--- config.mk ---
export PLATFORM = sky130hd
export DESIGN_NAME = scan_result_writer_flat
export DESIGN_NICKNAME = d
export VERILOG_FILES = /design/src/rtl/scan_result_writer_if.sv /design/src/rtl/scan_result_writer.sv /design/src/flat_wrapper.sv
export SDC_FILE = /design/constraint.sdc
export NUM_CORES = 1
export LEC_CHECK = 0
export ABC_AREA = 1
export ABC_CLOCK_PERIOD_IN_PS = 3500
export BUFFER_PORTS_ARGS = -buffer_cell sky130_fd_sc_hd__buf_2
export CORE_MARGIN = 2
export CORE_UTILIZATION = 40
export DETAILED_ROUTE_END_ITERATION = 16
export HOLD_SLACK_MARGIN = 0.15
export PLACE_DENSITY_LB_ADDON = 0.1
export SKIP_CTS_REPAIR_TIMING = 1
export SLEW_MARGIN = 15
export SYNTH_ARGS = -nofsm -noshare
export SYNTH_HDL_FRONTEND = slang
export SYNTH_SLANG_ARGS = --single-unit
--- constraint.sdc ---
create_clock -name clk -period 3.5 [get_ports clk]
set_clock_uncertainty 0.1 [all_clocks]
set_input_delay 0.7 -clock clk [delete_from_list [all_inputs] [get_ports clk]]
set_output_delay 0.7 -clock clk [all_outputs]
set_load 0.01 [all_outputs]
--- src/rtl/scan_result_writer_if.sv ---
// Result-beat input and output-buffer write port of the scan writer.
// slave: writer side; master: source of beats and owner of the buffer.
interface scan_result_writer_if #(
  parameter int DW = 16
);
  logic          in_valid;
  logic [DW-1:0] in_data;
  logic          in_ready;
  logic          mem_ready;
  logic          mem_we;
  logic [11:0]   mem_addr;
  logic [DW-1:0] mem_wdata;

  modport slave (
    input  in_valid, in_data, mem_ready,
    output in_ready, mem_we, mem_addr, mem_wdata
  );

  modport master (
    output in_valid, in_data, mem_ready,
    input  in_ready, mem_we, mem_addr, mem_wdata
  );
endinterface

--- src/rtl/scan_result_writer.sv ---
// Writes tiled/strided scan results to raster addresses of a 64x64 buffer.
// Ports: clk, rst, start, num, bus (beats in / buffer write out),
// busy, blk_idx, blk_change, done, cfg_err.
module scan_result_writer #(
  parameter int DW  = 16,
  parameter int IMG = 64
) (
  input  logic                 clk,
  input  logic                 rst,
  input  logic                 start,
  input  logic [6:0]           num,
  scan_result_writer_if.slave  bus,
  output logic                 busy,
  output logic [6:0]           blk_idx,
  output logic                 blk_change,
  output logic                 done,
  output logic                 cfg_err
);

  typedef enum logic [1:0] {IDLE, RUN, DONE} state_t;

  localparam logic [5:0] LMAX = 6'(IMG - 1);

  state_t        state_q, state_d;
  logic [5:0]    c_q, c_d;
  logic [2:0]    ii_q, ii_d;
  logic [2:0]    jj_q, jj_d;
  logic [6:0]    nb_q, nb_d;
  logic [6:0]    num_q, num_d;
  logic          we_q, we_d;
  logic [11:0]   addr_q, addr_d;
  logic [DW-1:0] wdata_q, wdata_d;
  logic          bc_q, bc_d;
  logic          done_q, done_d;
  logic          cerr_q, cerr_d;

  logic       acc;
  logic       num_ok;
  logic       c_last;
  logic       last;
  logic [5:0] lane;

  assign acc    = bus.in_valid && bus.in_ready;
  assign num_ok = (num != 7'd0) &&
                  ((num & (num - 7'd1)) == 7'd0);

  // lane = c + nb*num; never exceeds 63 while running
  assign lane   = c_q + 6'(nb_q * num_q);
  assign c_last = ({1'b0, c_q} == num_q - 7'd1);
  assign last   = c_last && (ii_q == 3'd7) &&
                  (jj_q == 3'd7) && (lane == LMAX);

  always_comb begin
    state_d = state_q;
    c_d     = c_q;
    ii_d    = ii_q;
    jj_d    = jj_q;
    nb_d    = nb_q;
    num_d   = num_q;
    we_d    = 1'b0;
    addr_d  = addr_q;
    wdata_d = wdata_q;
    bc_d    = 1'b0;
    done_d  = 1'b0;
    cerr_d  = 1'b0;
    unique case (state_q)
      IDLE: begin
        if (start) begin
          if (num_ok) begin
            num_d   = num;
            c_d     = '0;
            ii_d    = '0;
            jj_d    = '0;
            nb_d    = '0;
            state_d = RUN;
          end else begin
            cerr_d = 1'b1;
          end
        end
      end
      RUN: begin
        if (acc) begin
          we_d    = 1'b1;
          // {j, i} with j = 8*lane[5:3]+jj, i = 8*lane[2:0]+ii
          addr_d  = {lane[5:3], jj_q, lane[2:0], ii_q};
          wdata_d = bus.in_data;
          if (!c_last) begin
            c_d = c_q + 6'd1;
          end else begin
            c_d = '0;
            if (ii_q != 3'd7) begin
              ii_d = ii_q + 3'd1;
            end else begin
              ii_d = '0;
              if (jj_q != 3'd7) begin
                jj_d = jj_q + 3'd1;
              end else begin
                jj_d = '0;
                nb_d = nb_q + 7'd1;
                bc_d = 1'b1;
              end
            end
          end
          if (last) begin
            done_d  = 1'b1;
            state_d = DONE;
          end
        end
      end
      DONE: state_d = IDLE;
      default: state_d = IDLE;
    endcase
  end

  always_ff @(posedge clk or posedge rst) begin
    if (rst) begin
      state_q <= IDLE;
      c_q     <= '0;
      ii_q    <= '0;
      jj_q    <= '0;
      nb_q    <= '0;
      num_q   <= '0;
      we_q    <= 1'b0;
      addr_q  <= '0;
      wdata_q <= '0;
      bc_q    <= 1'b0;
      done_q  <= 1'b0;
      cerr_q  <= 1'b0;
    end else begin
      state_q <= state_d;
      c_q     <= c_d;
      ii_q    <= ii_d;
      jj_q    <= jj_d;
      nb_q    <= nb_d;
      num_q   <= num_d;
      we_q    <= we_d;
      addr_q  <= addr_d;
      wdata_q <= wdata_d;
      bc_q    <= bc_d;
      done_q  <= done_d;
      cerr_q  <= cerr_d;
    end
  end

  assign bus.in_ready  = (state_q == RUN) && bus.mem_ready;
  assign bus.mem_we    = we_q;
  assign bus.mem_addr  = addr_q;
  assign bus.mem_wdata = wdata_q;
  assign busy          = (state_q != IDLE);
  assign blk_idx       = nb_q;
  assign blk_change    = bc_q;
  assign done          = done_q;
  assign cfg_err       = cerr_q;

endmodule

--- src/flat_wrapper.sv ---
// flat-port wrapper written by rule: the top's interface ports become plain ports
module scan_result_writer_flat 
#(
  parameter int DW  = 16,
  parameter int IMG = 64
)
  (clk, rst, start, num, busy, blk_idx, blk_change, done, cfg_err, bus_in_valid, bus_in_data, bus_mem_ready, bus_in_ready, bus_mem_we, bus_mem_addr, bus_mem_wdata);
  scan_result_writer_if #(.DW(DW)) bus_i ();
  input  logic clk;
  input  logic rst;
  input  logic start;
  input  logic [6:0] num;
  output logic busy;
  output logic [6:0] blk_idx;
  output logic blk_change;
  output logic done;
  output logic cfg_err;
  input wire logic [$bits(bus_i.in_valid)-1:0] bus_in_valid;
  input wire logic [$bits(bus_i.in_data)-1:0] bus_in_data;
  input wire logic [$bits(bus_i.mem_ready)-1:0] bus_mem_ready;
  output wire logic [$bits(bus_i.in_ready)-1:0] bus_in_ready;
  output wire logic [$bits(bus_i.mem_we)-1:0] bus_mem_we;
  output wire logic [$bits(bus_i.mem_addr)-1:0] bus_mem_addr;
  output wire logic [$bits(bus_i.mem_wdata)-1:0] bus_mem_wdata;
  assign bus_i.in_valid = bus_in_valid;
  assign bus_i.in_data = bus_in_data;
  assign bus_i.mem_ready = bus_mem_ready;
  assign bus_in_ready = bus_i.in_ready;
  assign bus_mem_we = bus_i.mem_we;
  assign bus_mem_addr = bus_i.mem_addr;
  assign bus_mem_wdata = bus_i.mem_wdata;
  scan_result_writer #(.DW(DW), .IMG(IMG)) u_core (.clk(clk), .rst(rst), .start(start), .num(num), .bus(bus_i), .busy(busy), .blk_idx(blk_idx), .blk_change(blk_change), .done(done), .cfg_err(cfg_err));
endmodule
==> results.tsv, run 1 <==
stage	metric	value	unit
grt	vias in the first global route	3157	
power	Comb pwr share	0.385	
grt	initial antenna violation count	0	
yosys	average size of a mapped cell	7.51	um^2
routing	number of remaining DRC errors	0	
grt	first-pass GRT wire length	15100	um
sta	Slew @ Worst Pin	0.384	ns
sta	period utilization	1.08	
yosys	Post-Syn Nets	568	
setup_path	CP Capture Type	flip-flop	
yosys	Post-synth EDFFs	0	
yosys	most frequent cells after synthesis	216 x nand2_1, 60 x dfrtp_1, 60 x inv_1	
clocking	Reg clk slew, reported paths	0.08	ns
power	Pwr per Cell Area	561	nW/um^2
routing	routed len/inst	12.5	um
clocking	CTS tree	built	
floorplanning	Initial Util	0.415	
floorplanning	core footprint	9280	um^2
sta	highest clock rate	0.264	GHz
layout	Area growth syn-to-layout	22.1	%
yosys	Cell Area, Synth	3850	um^2
sta	fin crit period	3.79	ns
yosys	register area share after synthesis	0.390	
power	Switch Pwr	1.09	mW
sta	Final WS setup	-0.288	ns
run_status	failing checks	negative setup slack	
grt	global route overflow	0	
routing	final antenna-violating net count	0	
layout	ant diodes	0	
power	Static Leak	2.75	nW
routing	First-pass DRT Iterations	4	
run	max cap viols	0	
sta	Max-slew headroom	0.744	
min_path	worst hold path class	input pin to async pin	
yosys	Synth cell types	36	
layout	share of layout cells above drive strength 1	0.275	
floorplanning	FP Rows	35	
clocking	Num CTS Buffers	9	
routing	vias per cell	4.65	
yosys	Yosys top cell by area	dfrtp_1	
power	Int Pwr	1.55	mW
setup_path	startpoint types	flip-flop	
floorplanning	Die Y	102	um
yosys	Synth Flop Type	dfrtp_1	
yosys	FF+latch count, synth	60	
yosys	Synth area leaders	dfrtp_1 39%, nand2_1 21%, ha_1 6.5%	
floorplanning	die width	102	um
setup_path	CP required	3.64	ns
floorplanning	Die Area	10400	um^2
grt	Total GRT Usage	0.186	
power	worst vdd ir	0.000210	V
setup_path	Critical Path AT	3.93	ns
clocking	Clock Tree Buf Depth	2	
placed_design	Final GP Congestion	0.835	
sta	final hold viol count	0	
placed_design	PortBufs	68	
placed_design	HPWL after DPL	6830	um
clocking	root buffer cell	clkbuf_8	
floorplanning	io pins	69	
routing	via count	3425	
yosys	Yosys warning total	0	
setup_path	Crit Path Max Fanout	4	
sta	Final setup viols	4	
power	Reg power frac	0.395	
yosys	FFs w/ async S/R, synth	1.00	
setup_path	worst setup path class	flip-flop to flip-flop	
routing	first-iteration detailed-routing DRC count	106	
layout	Final nets	658	
routing	Post-Route WL	9180	um
run_status	status	complete, but fails checks	
clocking	htree depth	3	
clocking	clock latency on the worst-skew pair	0.35	ns
sta	Slew Viols, Final	0	
yosys	most common cell in the synthesized netlist	nand2_1	
sta	Setup Total Neg Slack	-0.908	ns
yosys	Synth top area share	0.390	
yosys	Syn Inst Count	513	
sta	RSZ-0062 raised after global routing	true	
clocking	Clock Sinks	60	
grt	largest net degree at the start of global routing	36	
power	clock network power share	0.221	
placed_design	post-place setup slack	-0.271	ns
power	sw frac	0.412	
[cell usage in the layout, fill, tap and decap left out, types with 10 or more instances in the layout]
master     n
nand2_1  205
inv_2     10
xor2_1    10
buf_4     24
o21ai_0   12
nor2_1    18
buf_2     68
nand2_2   17
nand3_1   26
ha_1      17
inv_1     56
dfrtp_1   58
[power groups by stage]
stage	combinational [mW]	sequential, mW	clock [mW]
after floorplan	0.611	1.08	0
final	1.02	1.04	0.582
after detailed placement	1.00	1.05	0
after global placement	0.997	1.05	0
after CTS	1.01	1.04	0.594
after global routing	1.16	1.07	0.623
[registers in the layout, summed over array words and instances, names as in the netlist, 2 cells and up]
signal                cells
u_core.blk_idx            7
u_core.bus.mem_addr      12
u_core.bus.mem_wdata     16
u_core.c_q                6
u_core.ii_q               3
u_core.jj_q               3
u_core.num_q              7
u_core.state_q            2
[metrics by stage]
step	area, um^2	power [mW]	utilization	cells	hold slack, ns
floorplan	3890	1.69	-	513	0.367
global placement	4470	2.04	0.481	720	0.357
detailed placement	4470	2.06	0.481	720	0.360
CTS	4640	2.65	0.500	736	0.230
global route	4710	2.85	0.507	737	0.252
finish	4710	2.64	0.507	737	0.220
[logic make-up (layout without fill, tap and decap cells)]
logic type                 Yosys count  after routing  synth area share
and+or+nand+nor                    306            306             0.355
AOI/OAI and AO/OA                   22             22            0.0299
buffers and inverters               84            179            0.0922
DFF                                 60             60             0.390
xor gates and xnor gates            14             14            0.0318
adders and majority gates           27             27             0.101
[worst max-delay path, stage by stage (launching register included)]
cell and delay (ns):
dfrtp_1 0.42, nand2_2 0.08, fa_1 0.50, inv_2 0.05
ha_4 0.25, inv_2 0.03, fa_1 0.48, fa_1 0.53
inv_2 0.04, ha_4 0.28, nand2_1 0.05, nand2_1 0.07
inv_1 0.06, nand2_1 0.08, nand2_2 0.06, nand2_1 0.06
nand2_1 0.06, nand2_2 0.09, nand2_2 0.06, inv_2 0.06
nor2_4 0.03, buf_4 0.12, nand2_2 0.05, nand2_2 0.04
[path summary, 6_finish.rpt]
kind / from / to / slack (ns) / cells after the start
setup / recovery: u_core.blk_idx[2] / u_core.bus.mem_addr[11] / -0.29 / 23
hold / removal: rst / u_core.bus.mem_wdata[10] / 0.22 / 2
setup reg to reg: u_core.blk_idx[2] / u_core.bus.mem_addr[11] / -0.29 / 23
hold reg to reg: u_core.bus.mem_addr[10] / u_core.bus.mem_addr[10] / 0.38 / 2
max in group asynchronous: rst / u_core.num_q[1] / 2.42 / 3
min in group clk: u_core.bus.mem_addr[10] / u_core.bus.mem_addr[10] / 0.38 / 2
[routing by layer]
metal | global-route usage | wire [um] | vias to the layer above
met5 | 0 | 0 | -
met4 | 0.0708 | 205 | 0
met3 | 0.0280 | 330 | 17
met2 | 0.291 | 4070 | 67
met1 | 0.262 | 4570 | 1583
li1 | - | - | 1758
[layout make-up]
class	instances	area, um^2
multi-input cells	369	2070
clock inverters	7	51.3
clock buffers	9	124
well taps	129	161
fillers	954	4580
repair buffers	92	520
flip-flops and latches	60	1500
inverters	71	277
No activity file was read; power rests on OpenSTA's default activity.
==> inputs of run 2 (changes only) <==
--- a/config.mk
+++ b/config.mk
@@ -6,13 +6,14 @@
 export NUM_CORES = 1
 export LEC_CHECK = 0
 export ABC_AREA = 1
-export ABC_CLOCK_PERIOD_IN_PS = 3500
+export ABC_CLOCK_PERIOD_IN_PS = 3800
 export BUFFER_PORTS_ARGS = -buffer_cell sky130_fd_sc_hd__buf_2
 export CORE_MARGIN = 2
 export CORE_UTILIZATION = 40
 export DETAILED_ROUTE_END_ITERATION = 16
 export HOLD_SLACK_MARGIN = 0.15
 export PLACE_DENSITY_LB_ADDON = 0.1
+export SETUP_SLACK_MARGIN = 0.02
 export SKIP_CTS_REPAIR_TIMING = 1
 export SLEW_MARGIN = 15
 export SYNTH_ARGS = -nofsm -noshare
==> constraint.sdc (replaced) <==
create_clock -name clk -period 3.8 [get_ports clk]
set_clock_uncertainty 0.1 [all_clocks]
set_input_delay 0.76 -clock clk [delete_from_list [all_inputs] [get_ports clk]]
set_output_delay 0.76 -clock clk [all_outputs]
set_load 0.01 [all_outputs]
==> run 2 against run 1 <==
  * The flow now finishes without violations
  * First-iteration DRC count grew 27%
  * Maximum frequency rose by 0.98%
  * Worst setup slack better by 0.34 ns
  * Combinational power shrank 9.5%
  * Die area did not move
  * Largest power group unchanged
  * Flip-flop and latch count unchanged
  * Worst hold slack improved by 0.083 ns
  * Routed wire length is 3.7% higher
  * Register-to-register slack gained 0.34 ns
  * Critical path type unchanged
  * Clock power decreased by 0.9%
  * Sequential share of layout area increased by 0.29 points
==> results.tsv, run 2 (synthesis results as in run 1) <==
stage	metric	value	unit
run_status	status	finished, final reports clean	
layout	commonest cells after routing, fill and taps aside	207 x nand2_1, 68 x buf_2, 60 x dfrtp_1	
layout	share of layout cells above drive strength 1	0.256	
layout	Non-Filler Instances	730	
setup_path	CP required	3.94	ns
floorplanning	Die Y	102	um
power	Pwr per Cell Area	527	nW/um^2
sta	final hold slack	0.304	ns
routing	via count	3365	
floorplanning	FP Rows	35	
grt	initial antenna violation count	0	
routing	number of remaining DRC errors	0	
floorplanning	Initial Util	0.415	
setup_path	startpoint types	flip-flop	
grt	vias in the first global route	3289	
floorplanning	Die Area	10400	um^2
placed_design	PortBufs	68	
sta	Slew Viols, Final	0	
min_path	worst hold path class	input pin to async pin	
layout	end-of-flow core utilization	0.502	
setup_path	crit path cell chain	nand2_2 -> fa_1 -> inv_2 -> ha_4 -> inv_2 -> fa_1 -> fa_1 -> inv_2 -> ha_4 -> nand2_2 -> nor2_2 -> nor2_1 -> nand2_1 -> nand2_1 -> nand2_1 -> nand2_2 -> nand2_2 -> inv_2 -> nor2_4 -> nand2_2 -> nand2_1 -> nand2_1	
routing	final antenna-violating net count	0	
grt	first-pass GRT wire length	15700	um
placed_design	Placed Cells	712	
layout	Area growth syn-to-layout	20.8	%
layout	ant diodes	0	
sta	final hold viol count	0	
clocking	clock latency on the worst-skew pair	0.35	ns
clocking	root buffer cell	clkbuf_8	
grt	largest net degree at the start of global routing	36	
clocking	Clock Sinks	60	
grt	Total GRT Usage	0.194	
sta	Final WS setup	0.0488	ns
sta	Max-slew headroom	0.698	
power	worst vdd ir	0.000272	V
power	Static Leak	2.73	nW
setup_path	Crit Path Max Fanout	4	
setup_path	CP Capture Type	flip-flop	
grt	global route overflow	0	
layout	fill count	944	
layout	most common cell after layout, fill and taps aside	nand2_1	
layout	Final nets	651	
setup_path	slowest cell on the critical path	fa_1	
clocking	Clock Tree Buf Depth	2	
sta	highest clock rate	0.267	GHz
clocking	Reg clk slew, reported paths	0.07	ns
routing	First-pass DRT Iterations	4	
sta	period utilization	0.987	
placed_design	post-place setup slack	-0.0643	ns
setup_path	Critical Path AT	3.90	ns
setup_path	Crit. path cell count	22	
setup_path	max incr delay on CP	0.53	ns
setup_path	worst path bufs/invs	4	
placed_design	Final GP Congestion	0.819	
sta	Final setup viols	0	
setup_path	worst setup path class	flip-flop to flip-flop	
routing	vias per cell	4.61	
sta	Slew @ Worst Pin	0.452	ns
clocking	htree depth	3	
routing	routed len/inst	13.0	um
floorplanning	die width	102	um
floorplanning	core footprint	9280	um^2
sta	Setup Total Neg Slack	0	ns
setup_path	crit-path leading delay family	adder cells	
clocking	CTS tree	built	
placed_design	HPWL after DPL	6990	um
layout	max reg flops	16	
sta	RSZ-0062 raised after global routing	true	
routing	first-iteration detailed-routing DRC count	135	
clocking	Num CTS Buffers	9	
run	max cap viols	0	
floorplanning	io pins	69	
routing	Post-Route WL	9510	um
setup_path	FF-to-FF path depth	22	
sta	fin crit period	3.75	ns
[run 2: changes by cell type in the layout (fill, tap and decap cells not counted), moves of 2 or more]
| cell | change |
|---|---|
| nand2_2 | -2 |
| inv_6 | -2 |
| buf_4 | -7 |
| dfrtp_1 | +2 |
| dfrtp_2 | -2 |
| nand2_1 | +2 |
[run 2: layout make-up]
cell class / instances / area [um^2] / share of cell area
multi-input cells: 369 / 2060 / 0.442
well taps: 129 / 161 / 0.0347
flip-flops and latches: 60 / 1500 / 0.322
clock inverters: 6 / 65.1 / 0.0140
repair buffers: 85 / 468 / 0.100
clock buffers: 10 / 128 / 0.0274
inverters: 71 / 277 / 0.0594
[run 2: path summary, 6_finish.rpt]
path / from / to / slack [ns]
setup / recovery: u_core.num_q[1] / u_core.state_q[0] / 0.05
hold / removal: rst / u_core.cfg_err / 0.30
setup reg to reg: u_core.num_q[1] / u_core.state_q[0] / 0.05
hold reg to reg: u_core.bus.mem_addr[10] / u_core.bus.mem_addr[10] / 0.37
max in group asynchronous: rst / u_core.bus.mem_addr[6] / 2.59
min in group clk: u_core.bus.mem_addr[10] / u_core.bus.mem_addr[10] / 0.37
[run 2: report_power, final]
group | leakage [nW] | switching [mW] | internal [mW]
Clock | 0.0962 | 0.275 | 0.303
Sequential | 0.779 | 0.144 | 0.812
Combinational | 1.85 | 0.565 | 0.359
Total | 2.73 | 0.983 | 1.47
[run 2: metrics by stage]
step / total power [mW] / instance area, um^2
finish: 2.46 / 4660
global route: 2.66 / 4660
CTS: 2.46 / 4590
detailed placement: 1.87 / 4400
global placement: 1.85 / 4400
floorplan: 1.56 / 3870
[run 2: layer usage]
metal / GRT usage / wire (um) / vias to the layer above
met4: 0.0646 / 172 / 0
met3: 0.0321 / 383 / 16
met2: 0.299 / 4290 / 62
met5: 0 / 0 / -
li1: - / - / 1735
met1: 0.280 / 4670 / 1552
